$ cat src/rtl/cycle_counter.sv
// Packed-BCD measurement counter: accumulates increment pulses between trigger and stop,
// latches the final count with a one-cycle valid strobe, saturates at all-nines.
module cycle_counter #(
  parameter int NUM_DIGITS = 3
) (
  input  logic                    clk_i,
  input  logic                    rst_n_i,
  input  logic                    trigger_i,
  input  logic                    stop_i,
  input  logic                    increment_i,
  output logic [4*NUM_DIGITS-1:0] count_bcd_o,
  output logic [4*NUM_DIGITS-1:0] result_bcd_o,
  output logic                    result_valid_o,
  output logic                    overflow_o,
  output logic                    busy_o
);

  localparam int W = 4 * NUM_DIGITS;
  localparam logic [W-1:0] ALL_NINES = {NUM_DIGITS{4'h9}};

  typedef enum logic [1:0] {
    IDLE  = 2'd0,
    COUNT = 2'd1,
    DONE  = 2'd2
  } state_t;

  state_t         r_state, w_state_nxt;
  logic [W-1:0]   r_count, w_count_nxt;
  logic [W-1:0]   r_result, w_result_nxt;
  logic           r_overflow, w_overflow_nxt;
  logic           r_valid, r_busy;
  logic [W-1:0]   w_count_inc;

  // Ripple the carry from digit 0 upward; a 9 under a carry wraps to 0.
  function automatic logic [W-1:0] bcd_incr(input logic [W-1:0] v);
    logic       carry;
    logic [3:0] d;
    bcd_incr = v;
    carry    = 1'b1;
    for (int k = 0; k < NUM_DIGITS; k++) begin
      d = v[4*k +: 4];
      if (carry) begin
        if (d == 4'd9) begin
          bcd_incr[4*k +: 4] = 4'd0;
        end else begin
          bcd_incr[4*k +: 4] = d + 4'd1;
          carry              = 1'b0;
        end
      end
    end
  endfunction

  assign w_count_inc = bcd_incr(r_count);

  always_comb begin
    // NOTE: every output of this block gets a default first so no path can infer a latch.
    w_state_nxt    = r_state;
    w_count_nxt    = r_count;
    w_result_nxt   = r_result;
    w_overflow_nxt = r_overflow;
    unique case (r_state)
      IDLE: begin
        if (trigger_i) begin
          w_count_nxt    = '0;
          w_overflow_nxt = 1'b0;
          w_state_nxt    = COUNT;
        end
      end
      COUNT: begin
        if (increment_i) begin
          if (r_count == ALL_NINES) w_overflow_nxt = 1'b1;
          else                      w_count_nxt    = w_count_inc;
        end
        // Stop captures the post-increment value and overrides any trigger.
        if (stop_i) begin
          w_result_nxt = w_count_nxt;
          w_state_nxt  = DONE;
        end
      end
      DONE: begin
        if (trigger_i) begin
          w_count_nxt    = '0;
          w_overflow_nxt = 1'b0;
          w_state_nxt    = COUNT;
        end else begin
          w_state_nxt = IDLE;
        end
      end
      default: w_state_nxt = IDLE;
    endcase
  end

  // NOTE: sequential state uses non-blocking assignments so all flops update together.
  always_ff @(posedge clk_i or negedge rst_n_i) begin
    if (!rst_n_i) begin
      r_state    <= IDLE;
      r_count    <= '0;
      r_result   <= '0;
      r_overflow <= 1'b0;
      r_valid    <= 1'b0;
      r_busy     <= 1'b0;
    end else begin
      r_state    <= w_state_nxt;
      r_count    <= w_count_nxt;
      r_result   <= w_result_nxt;
      r_overflow <= w_overflow_nxt;
      r_valid    <= (w_state_nxt == DONE);
      r_busy     <= (w_state_nxt == COUNT);
    end
  end

  assign count_bcd_o    = r_count;
  assign result_bcd_o   = r_result;
  assign result_valid_o = r_valid;
  assign overflow_o     = r_overflow;
  assign busy_o         = r_busy;

endmodule

$ cat config.mk
export PLATFORM = sky130hd
export DESIGN_NAME = cycle_counter
export DESIGN_NICKNAME = d
export VERILOG_FILES = /design/src/rtl/cycle_counter.sv
export SDC_FILE = /design/constraint.sdc
export NUM_CORES = 1
export LEC_CHECK = 0
export ABC_AREA = 1
export BUFFER_PORTS_ARGS = -buffer_cell sky130_fd_sc_hd__buf_2
export CAP_MARGIN = 20
export CORE_ASPECT_RATIO = 0.9
export CORE_MARGIN = 2
export CORE_UTILIZATION = 45
export CTS_BUF_LIST = sky130_fd_sc_hd__clkbuf_8 sky130_fd_sc_hd__clkbuf_16
export DETAILED_ROUTE_END_ITERATION = 10
export PLACE_DENSITY = 0.71
export SLEW_MARGIN = 20
export SYNTH_ARGS = -nofsm -noshare
export SYNTH_HDL_FRONTEND = slang
export SYNTH_SLANG_ARGS = --single-unit
$ cat constraint.sdc
create_clock -name clk_i -period 1.2 [get_ports clk_i]
set_input_delay 0 -clock clk_i [delete_from_list [all_inputs] [get_ports clk_i]]
set_output_delay 0 -clock clk_i [all_outputs]
set_load 0.01 [all_outputs]
* Word level (Yosys, flattened, before mapping)
Index checks and enable logic that the tools add are counted.
** Word-level totals
- Output and inout port bits :: 27
- Input port bits :: 5
- Word-level logic and storage cells :: 46
- Bits in registers :: 29
** Cells by class
- Equal/unequal tests :: 11
- Mux-type cells :: 20
- Add/subtract/negate cells :: 3
- Reductions and logical operators :: 6
** Operators by type and width (count)
- 12-bit two-way mux :: 3
- 12-bit case mux with 2 select lines :: 1
- 4-bit two-way mux :: 5
- 4-bit by 1-bit adder with 4-bit output (second input constant) :: 3
- 12-bit equality test (second input constant) :: 1
- 4-bit equality test (second input constant) :: 3
- 1-bit two-way mux :: 7
- 2-bit case mux with 3 select lines :: 1
- 2-bit by 1-bit equality test with 1-bit output (second input constant) :: 2
- 2-bit equality test (second input constant) :: 2
- 2-bit two-way mux :: 2
- 2-bit inequality test (second input constant) :: 2
- 2-bit AND reduction :: 2
- 4-bit AND reduction :: 1
- 2-bit logical NOT :: 1
- 2-bit by 1-bit inequality test with 1-bit output (second input constant) :: 1
- 1-bit case mux with 2 select lines :: 1
- 2-bit nonzero test :: 1
- 2-bit OR reduction :: 1

* Longest topological paths before layout
Gate-level depths: netlist of run 1.
- Depth after elaboration :: 7
- Depth in mapped cells :: 11
- Gate-level depth less buffers :: 10

* Worst setup path before layout of run 1
OpenSTA, ideal clock, no wires.
- Path kind :: reg-to-reg
- Start :: reg r_count[5], in the netlist count_bcd_o[5]
- End :: reg r_count[11], in the netlist count_bcd_o[11]
- Required time :: 1.083 ns
- Buffers on the path :: 1
- Cell stages (with the launch flop) :: 10
- Slack :: -0.104 ns
- Arrival :: 1.186 ns
- Period minus slack after synthesis :: 1.304 ns
- Cell sequence :: dfrtp_1 > buf_4 > inv_1 > nand2_1 > nor2_4 > nand2_2 > nor2_2 > nand4_1 > nand3_1 > nand2_1
** Between the ends
- Cells in the longest elaborated chain, start to end :: 7
** RTL lines
- start: declaration :: RTL line 28 : logic [W-1:0] r_count, w_count_nxt;
- start signal: assignment :: RTL line 104 : r_count <= w_count_nxt;
- 4-bit equality test :: RTL line 43 : if (d == 4'd9) begin
- 1-bit two-way mux :: RTL line 43
- 1-bit two-way mux :: RTL line 42 : if (carry) begin
- 4-bit two-way mux :: RTL line 42
- 12-bit two-way mux (*) :: RTL line 71 : if (r_count == ALL_NINES) w_overflow_nxt = 1'b1;
- 12-bit two-way mux (*) :: RTL line 70 : if (increment_i) begin
- 12-bit case mux with 2 select lines (*) :: RTL line 61 : unique case (r_state)
Every way passes the cells marked *; elsewhere a longest branch is shown, timed or not.
A chain may end at the register's enable or synchronous reset.

* Final worst setup path of run 1
- Start :: reg r_count[5], in the netlist count_bcd_o[5]
- End :: reg r_result[7], in the netlist result_bcd_o[7]
** Between the ends
- Cells in the longest elaborated chain, start to end :: 5
** RTL lines
- 4-bit by 1-bit adder with 4-bit output / 4-bit equality test (equally long branches) :: RTL line 46, 43
- 4-bit two-way mux :: RTL line 43
- 4-bit two-way mux :: RTL line 42
- 12-bit two-way mux (*) :: RTL line 71
- 12-bit two-way mux (*) :: RTL line 70
- end signal: assignment :: RTL line 105 : r_result <= w_result_nxt;
- end: declaration :: RTL line 29 : logic [W-1:0] r_result, w_result_nxt;
Marks and branches as above.

==> reports/metrics.yaml, run 1 <==
skew_ns: 0.00386
powerDensity_nw_per_um2: 1220
final_common_cell: "nand2_1"
syn_inst: 210
synth_top_area_share_pct: 46.8
utilization_pct: 69.4
use_met1_pct: 30.2
yosysUniqueCellTypes: 21
setup.worst_path.end_class: "flop"
ios: 32
gp_congestion: 0.888
tritoncts: "done"
min_path_type: "input pin to flop"
ys_ff_latch: 29
avgSynthCellArea_sq_um: 7.38
met3_usage_pct: 7.53
cts.clk_slew.worst_paths_ns: 0.06
clk_path_buf_depth: 2
drv_slew: 0
post_drt_wl_per_cell_um: 14.4
grt_max_degree: 30
first_global_vias: 1520
drive_gt1_share_pct: 49.5
core_sq_um: 3330
syn_nets: 215
synth_area_sq_um: 1550
clock_latency_ns: 0.29
cts.sinks: 29
synth_area_leader_cell: "dfrtp_1"
vias: 1670
maxCapViolations: 0
power_frac_clock_pct: 28.3
drtPass1Iterations: 4
diodes: 0
routed_wl_um: 4690
grt.overflow.total: 0
area_growth_syn_to_layout_pct: 49.0
port_buffers: 31
min_from: "increment_i"
dieArea_sq_um: 3930
p_int_mw: 1.82
pwr-share-seq_pct: 41.1
max_slew_margin_pct: 74.3
grt_use_met2_pct: 37.7
cts_inserted_buffers: 5
fin_crit_sh_pct: 113
fmax_mhz: 736
die_w_um: 65.9
setup_slack_ns: -0.158
p_comb_share_pct: 30.6
p_sw_share_pct: 35.2
grt_pass1_wl_um: 6890
nets: 285
worstPathRequired_ns: 1.43
first_iter_violations: 133
timing.rr.start: "count_bcd_o[5]"
num_rows: 20
ys_seq_area_share_pct: 46.8
htree_levels: 2
violations: "negative setup slack"
drtAntennaViolNets: 0
setup_viol: 23
drc: 0
die_y_um: 59.7
start_kind: "flop"
dp_hpwl_um: 2850
start_util_pct: 46.6
crit_type: "flop to flop"
peakVddDrop_mv: 0.790
p_leak_nw: 1.25
hold_violations: 0
p_switching_uw: 990
grt_usage_pct: 24.3
antenna_found_initial: 0
critPathLaunch: "count_bcd_o[5]"
busiest_layer: "met2"
fin_crit_ns: 1.36
vias_per_cell: 5.14
outcome: "finished with violations"
cts-root-buf: "clkbuf_8"
yosys_warnings: 0
rsz0062_at_grt: "true"
layout_common_cells: "nand2_1, buf_4, buf_2, dfrtp_1, inv_1"
p_total_mw: 2.81
cp.arrival_ns: 1.59
netlist_top_cells_area: "dfrtp_1, nand2_1, nand3_1, inv_1, o21ai_0"
worstPathMaxFanout: 3
worst_pin_slew_ns: 0.386
==> critical path, stage by stage, from the launching register on <==
cell and delay, ns:
dfrtp_2 0.42, inv_2 0.06, nand2_4 0.07, nor2_4 0.05
buf_4 0.13, a21oi_4 0.20, nand2_4 0.11, nand2_2 0.10
nand3_2 0.07, nand2_1 0.08
==> final timing paths <==
path | slack [ns] | to | depth (start not counted)
worst min register to register | 0.47 | result_bcd_o[7] | 2
worst min-delay path | 0.20 | count_bcd_o[4] | 4
worst max-delay path | -0.16 | result_bcd_o[7] | 9
max in group asynchronous | 0.65 | count_bcd_o[7] | 3
worst max register to register | -0.16 | result_bcd_o[7] | 9
min in group asynchronous | 0.25 | result_bcd_o[8] | 3
==> area by class of cell <==
class                           count  area [sq um]
Fill cell                         268          1020
Multi-Input combinational cell    153           895
Sequential cell                    29           732
Timing Repair Buffer               70           467
Inverter                           21          78.8
Clock buffer                        5          68.8
Tap cell                           44          55.1
Clock inverter                      3          13.8
==> synthesized netlist by cell type, drive strengths merged <==
master and instances:
clkbuf 1, o21ai 15, o21a 1, o22ai 2
buf 6, nand3 20, inv 21, xor2 2
nand4 4, nand2 96, a21oi 1, dfrtp 29
nor2 12
==> cells by family (layout without fill, tap and decap cells) <==
| logic type | count (synthesis) | in the layout | share of synthesized area (%) |
|---|---|---|---|
| DFF | 29 | 29 | 46.8 |
| xor gates and xnor gates | 2 | 2 | 1.13 |
| buffers and inverters | 28 | 99 | 8.64 |
| and+or+nand+nor | 132 | 132 | 36.5 |
| AOI/OAI and AO/OA | 19 | 19 | 6.94 |
==> layer usage <==
metal / share of wire [%] / vias to the layer above
met4: 3.2 / 0
met1: 43 / 795
met2: 48 / 61
li1: - / 800
met3: 5.4 / 14
met5: 0 / -
==> stage by stage <==
stage               setup TNS [ns]  hold WS (ns)  worst slack (ns)  cells  area [sq um]
floorplan                   -0.642        -0.296           -0.0905    210          1580
global placement            -0.783        0.0288           -0.0724    308          1950
detailed placement           -1.39        0.0320            -0.141    308          1950
CTS                         -0.709         0.178           -0.0731    321          2150
global route                 -3.71         0.224            -0.218    325          2310
finish                       -2.12         0.197            -0.158    325          2310
==> power groups by stage <==
stage | clock network [mW] | logic, mW | registers (mW)
final | 0.796 | 0.860 | 1.16
after CTS | 0.797 | 0.698 | 1.14
after floorplan | 0 | 0.292 | 1.21
after global routing | 0.850 | 0.931 | 1.17
after global placement | 0 | 0.661 | 1.15
after detailed placement | 0 | 0.670 | 1.16
==> what timing repair did <==
action                                  in CTS  in global routing
gates cloned                                 0                  0
buffers inserted                             2                  7
pin swaps                                   15                 18
endpoints found under the setup margin      20                 25
gates resized for setup                     21                 41
endpoints found under the hold margin       31                  0
hold buffers                                 3                  0
==> flip-flops by register name, summed over array words and instances, names as in the netlist <==
| register | count |
|---|---|
| busy_o | 1 |
| r_state | 2 |
| result_bcd_o | 12 |
| result_valid_o | 1 |
| overflow_o | 1 |
| count_bcd_o | 12 |
Power figures use the tool's default switching activity.
==> run 2: changes to the inputs <==
PLACE_DENSITY = 0.65   (was 0.71)
clock period = 1.29 ns   (was 1.2 ns; I/O delays follow)
==> run 2 against run 1 <==
  * The flow still finishes with violations (negative setup slack)
  * Cell area is 6.3% lower
  * Sequential power is 9% lower
  * Clock skew rose by 0.0024 ns
  * First-iteration DRC count decreased by 6.0%
  * Die area unchanged
  * Register-to-register slack improved by 0.14 ns
  * Wire length decreased by 15%
  * Non-clock buffer count is 1 lower
  * Clock power grew 2.6%
  * Total power down 8.8%
  * Critical path depth is 1 higher
==> reports/metrics.yaml, run 2 (synthesized netlist as in run 1, its figures left out) <==
cp_slowest_stage_delay_ns: 0.42  # about the same
dp.cells: 306  # was 308
setup_viol: 9  # was 23
dp_hpwl_um: 2760  # was 2850 um
maxCapViolations: 0  # unchanged
num_rows: 20  # unchanged
setup_slack_ns: -0.0230  # was -0.158 ns
start_util_pct: 46.6  # unchanged
diodes: 0  # unchanged
place_area_sq_um: 1920  # was 1950 sq um
regArea_sq_um: 728  # was 732 sq um
area_growth_syn_to_layout_pct: 39.6  # was 49.0%
max_slew_margin_pct: 75.5  # was 74.3%
crit_cells: 10  # was 9
start_kind: "flop"  # unchanged
reg2reg_depth: 10  # was 9
cp.arrival_ns: 1.53  # was 1.59 ns
fin_crit_sh_pct: 102  # was 113%
worstPathMaxFanout: 3  # unchanged
whs_ns: 0.00404  # was 0.197 ns
fin_crit_ns: 1.31  # was 1.36 ns
nFillCells: 299  # was 268
clock_latency_ns: 0.28  # was 0.29 ns
cpLargestDelayFamily: "simple AND/OR/NAND/NOR gates"  # unchanged
drv_slew: 0  # unchanged
first_global_vias: 1415  # was 1520
grt.overflow.total: 0  # unchanged
core_sq_um: 3330  # unchanged
cpMostUsedCell: "nand2_1"  # was nand2_4
ios: 32  # unchanged
grt_pass1_wl_um: 6360  # was 6890 um
worst_pin_slew_ns: 0.368  # was 0.386 ns
tritoncts: "done"  # unchanged
utilization_pct: 65.0  # was 69.4%
skew_ns: 0.00621  # was 0.00386 ns
violations: "negative setup slack"  # unchanged
crit_type: "flop to flop"  # unchanged
first_iter_violations: 125  # was 133
multi_input_area_sq_um: 756  # was 895 sq um
dieArea_sq_um: 3930  # unchanged
antenna_found_initial: 0  # unchanged
cts.clk_slew.worst_paths_ns: 0.06  # about the same
hold_depth: 3  # was 4
path_buf_inv: 2  # unchanged
vias: 1600  # was 1670
worstPathRequired_ns: 1.51  # was 1.43 ns
cts.sinks: 29  # unchanged
clk_path_buf_depth: 2  # unchanged
powerDensity_nw_per_um2: 1190  # was 1220 nW/um^2
outcome: "finished with violations"  # unchanged
post_drt_wl_per_cell_um: 12.3  # was 14.4 um
die_y_um: 59.7  # unchanged
grt_max_degree: 30  # unchanged
die_w_um: 65.9  # unchanged
gp_congestion: 0.902  # was 0.888
fin_cells: 324  # was 325
finalInstanceArea_sq_um: 2160  # was 2310 sq um
final_common_cell: "nand2_1"  # unchanged
cts_inserted_buffers: 5  # unchanged
p_total_mw: 2.57  # was 2.81 mW
layout_common_cells: "nand2_1, buf_4, buf_2, dfrtp_1, nand3_1"  # was nand2_1, buf_4, buf_2, dfrtp_1, inv_1
htree_levels: 2  # unchanged
crit_slowest_cell: "dfrtp_2"  # unchanged
drtAntennaViolNets: 0  # unchanged
fmax_mhz: 762  # was 736 MHz
rsz0062_at_grt: "true"  # unchanged
vias_per_cell: 4.94  # was 5.14
p_leak_nw: 1.22  # was 1.25 nW
hold_violations: 0  # unchanged
min_path_type: "input pin to flop"  # unchanged
port_buffers: 31  # unchanged
drive_gt1_share_pct: 40.4  # was 49.5%
setup.worst_path.end_class: "flop"  # unchanged
drtPass1Iterations: 4  # unchanged
grt_usage_pct: 21.9  # was 24.3%
crit_chain: "inv_2, nand2_2, nor2_4, buf_4, nand2_1, nand2_1, nand2_1, nand2_2, nand2_1, nand2_1"  # was inv_2, nand2_4, nor2_4, buf_4, a21oi_4, nand2_4, nand2_2, nand3_2, nand2_1
cts-root-buf: "clkbuf_8"  # unchanged
drc: 0  # unchanged
nets: 284  # was 285
peakVddDrop_mv: 0.832  # was 0.790 mV
routed_wl_um: 3970  # was 4690 um
==> run 2: area by class of cell <==
type | instances | area share [%]
flip-flops and latches | 29 | 33.6
well taps | 44 | 2.54
repair buffers | 69 | 20.6
clock inverters | 1 | 0.231
inverters | 21 | 3.64
clock buffers | 7 | 4.45
multi-input cells | 153 | 34.9
==> run 2: final timing paths <==
check,end,slack [ns],startpoint
min in group asynchronous,result_bcd_o[0],0.25,rst_n_i
min,busy_o,0.004,trigger_i
max reg2reg,result_bcd_o[5],-0.02,count_bcd_o[1]
max,result_bcd_o[5],-0.02,count_bcd_o[1]
min reg2reg,result_bcd_o[5],0.47,result_bcd_o[5]
max in group asynchronous,count_bcd_o[6],0.74,rst_n_i
==> run 2: repair_timing <==
item                       CTS  global route
hold endpoints to repair    31             0
resized for setup            8            17
hold buffers                 2             0
pin swaps                    6            10
setup endpoints to repair   10            24
setup buffers                5             3
==> run 2: stage by stage <==
stage	setup TNS, ns	setup WS, ns
2_1_floorplan	-0.00315	-0.00315
3_3_place_gp	-0.102	-0.0283
3_5_place_dp	-0.535	-0.0912
4_1_cts	-0.00595	-0.00595
5_1_grt	-1.46	-0.0876
6_report	-0.0937	-0.0230
==> run 2: report_power, final <==
group          internal [mW]  switching (mW)
registers               1.00          0.0627
clock network          0.481           0.336
logic                  0.294           0.393
total                   1.77           0.791
==> run 2: worst reg2reg max path, delay by kind of cell (launching register included) <==
kind          cells  cell delay [ns]
buf+inv           2             0.22
flops             1             0.42
simple gates      8             0.60
==> run 2: layer usage <==
layer  up-vias  wire length, um  GRT usage [%]  share of wire, %
li1        796                -              -                 -
met1       753             1880           31.0                47
met2        48             1860           33.3                47
met3         3              196           4.52               4.9
met4         0               25           8.04              0.63
met5         -                0              0                 0
==> run 3: changes to the inputs <==
RECOVER_POWER = 25   (was unset)
==> run 3 against run 2 <==
  * Largest cell class unchanged
  * Register-to-register slack hardly changed
  * The run still ends with negative setup slack left
  * Combinational power hardly changed
  * Clock power hardly changed
  * First-iteration DRC count stayed put
  * Largest power group unchanged
  * Hold slack hardly changed
  * Cell count stayed put
==> reports/metrics.yaml, run 3 (synthesized netlist as in run 1, its figures left out) <==
outcome: "finished with violations"  # unchanged
violations: "negative setup slack"  # unchanged
cts.sinks: 29  # unchanged
vias_per_cell: 4.93  # was 4.94
fin_crit_sh_pct: 102  # about the same
worstPathRequired_ns: 1.51  # about the same
core_sq_um: 3330  # unchanged
final_common_cell: "nand2_1"  # unchanged
crit_slowest_cell: "dfrtp_2"  # unchanged
drv_slew: 0  # unchanged
cp.arrival_ns: 1.53  # about the same
crit_chain: "inv_2, nand2_2, nor2_4, buf_4, nand2_1, nand2_1, nand2_1, nand2_2, nand2_1, nand2_1"  # unchanged
grt_pass1_wl_um: 6360  # unchanged
peakVddDrop_mv: 0.831  # was 0.832 mV
gp_congestion: 0.902  # unchanged
grt.overflow.total: 0  # unchanged
path_buf_inv: 2  # unchanged
dp_hpwl_um: 2760  # unchanged
fmax_mhz: 762  # about the same
p_total_mw: 2.56  # was 2.57 mW
drc: 0  # unchanged
p_leak_nw: 1.21  # was 1.22 nW
diodes: 0  # unchanged
skew_ns: 0.00620  # was 0.00621 ns
worstPathMaxFanout: 3  # unchanged
clock_latency_ns: 0.28  # about the same
num_rows: 20  # unchanged
post_drt_wl_per_cell_um: 12.2  # was 12.3 um
whs_ns: 0.00423  # was 0.00404 ns
setup.worst_path.end_class: "flop"  # unchanged
area_growth_syn_to_layout_pct: 39.5  # was 39.6%
vias: 1597  # was 1600
port_buffers: 31  # unchanged
antenna_found_initial: 0  # unchanged
cpMostUsedCell: "nand2_1"  # unchanged
cpLargestDelayFamily: "simple AND/OR/NAND/NOR gates"  # unchanged
dp.cells: 306  # unchanged
drtPass1Iterations: 4  # unchanged
rsz0062_at_grt: "true"  # unchanged
drive_gt1_share_pct: 40.4  # unchanged
cp_slowest_stage_delay_ns: 0.42  # about the same
min_path_type: "input pin to flop"  # unchanged
tritoncts: "done"  # unchanged
htree_levels: 2  # unchanged
routed_wl_um: 3960  # was 3970 um
die_w_um: 65.9  # unchanged
fin_cells: 324  # unchanged
dieArea_sq_um: 3930  # unchanged
hold_violations: 0  # unchanged
cts_inserted_buffers: 5  # unchanged
powerDensity_nw_per_um2: 1190  # about the same
nets: 284  # unchanged
max_slew_margin_pct: 51.9  # was 75.5%
start_kind: "flop"  # unchanged
grt_max_degree: 30  # unchanged
setup_slack_ns: -0.0229  # was -0.0230 ns
first_global_vias: 1415  # unchanged
cts-root-buf: "clkbuf_8"  # unchanged
die_y_um: 59.7  # unchanged
worst_pin_slew_ns: 0.721  # was 0.368 ns
maxCapViolations: 0  # unchanged
grt_usage_pct: 21.9  # unchanged
fin_crit_ns: 1.31  # about the same
drtAntennaViolNets: 0  # unchanged
start_util_pct: 46.6  # unchanged
cts.clk_slew.worst_paths_ns: 0.06  # about the same
clk_path_buf_depth: 2  # unchanged
setup_viol: 9  # unchanged
first_iter_violations: 125  # unchanged
crit_type: "flop to flop"  # unchanged
ios: 32  # unchanged
layout_common_cells: "nand2_1, buf_4, buf_2, dfrtp_1, nand3_1"  # unchanged
==> run 3: cell types whose count changed in the layout (fill, tap and decap cells not counted), sizes merged <==
| cell | change |
|---|---|
| buf | -1 |
| clkbuf | +1 |
==> run 3: layout make-up <==
class,instances,area (sq um)
fill,300,1170
multi-input combinational,153,756
sequential,29,728
timing repair buffer,69,443
clock buffer,7,96.3
inverter,21,78.8
tap,44,55.1
clock inverter,1,5.00
==> run 3: report_power, final <==
group	total (mW)	internal, mW	switching (mW)	leakage, nW
Sequential	1.06	1.00	0.0629	0.392
Combinational	0.685	0.293	0.393	0.768
Clock	0.817	0.481	0.336	0.0542
==> run 3: repair_timing <==
| action | 4_1_cts | 5_1_grt |
|---|---|---|
| cloned | 0 | 0 |
| pin swaps | 6 | 10 |
| buffers inserted | 5 | 3 |
| hold endpoints to repair | 31 | 0 |
| gates resized for setup | 8 | 17 |
| setup endpoints to repair | 10 | 24 |
| hold buffers | 2 | 0 |
==> run 3: worst register-to-register path: stages, from the launching register on <==
cell and delay (ns):
dfrtp_2 0.42, inv_2 0.07, nand2_2 0.08, nor2_4 0.18
buf_4 0.15, nand2_1 0.05, nand2_1 0.07, nand2_1 0.06
nand2_2 0.07, nand2_1 0.05, nand2_1 0.05
==> run 3: worst paths after layout <==
kind,from,end,slack (ns),depth (start not counted)
max reg2reg,count_bcd_o[1],result_bcd_o[5],-0.02,10
min reg2reg,result_bcd_o[5],result_bcd_o[5],0.47,2
max in group asynchronous,rst_n_i,count_bcd_o[6],0.40,3
max,count_bcd_o[1],result_bcd_o[5],-0.02,10
min,trigger_i,busy_o,0.004,3
min in group asynchronous,rst_n_i,overflow_o,0.38,3
==> run 3: routing by layer <==
layer  vias up  share of wire [%]  track usage (%)
met5         -                  0                0
met4         0                1.1             8.04
met3         5                4.8             4.52
met2        42                 46             33.3
met1       753                 48             31.0
li1        797                  -                -
==> run 3: through the flow <==
stage	cell area, sq um	setup TNS, ns	utilization (%)	setup WS (ns)
3_5_place_dp	1920	-0.535	57.7	-0.0912
5_1_grt	2160	-1.46	65.0	-0.0876
2_1_floorplan	1560	-0.00315	-	-0.00315
6_report	2160	-0.0933	65.0	-0.0229
3_3_place_gp	1920	-0.102	57.7	-0.0283
4_1_cts	2100	-0.00595	63.2	-0.00595
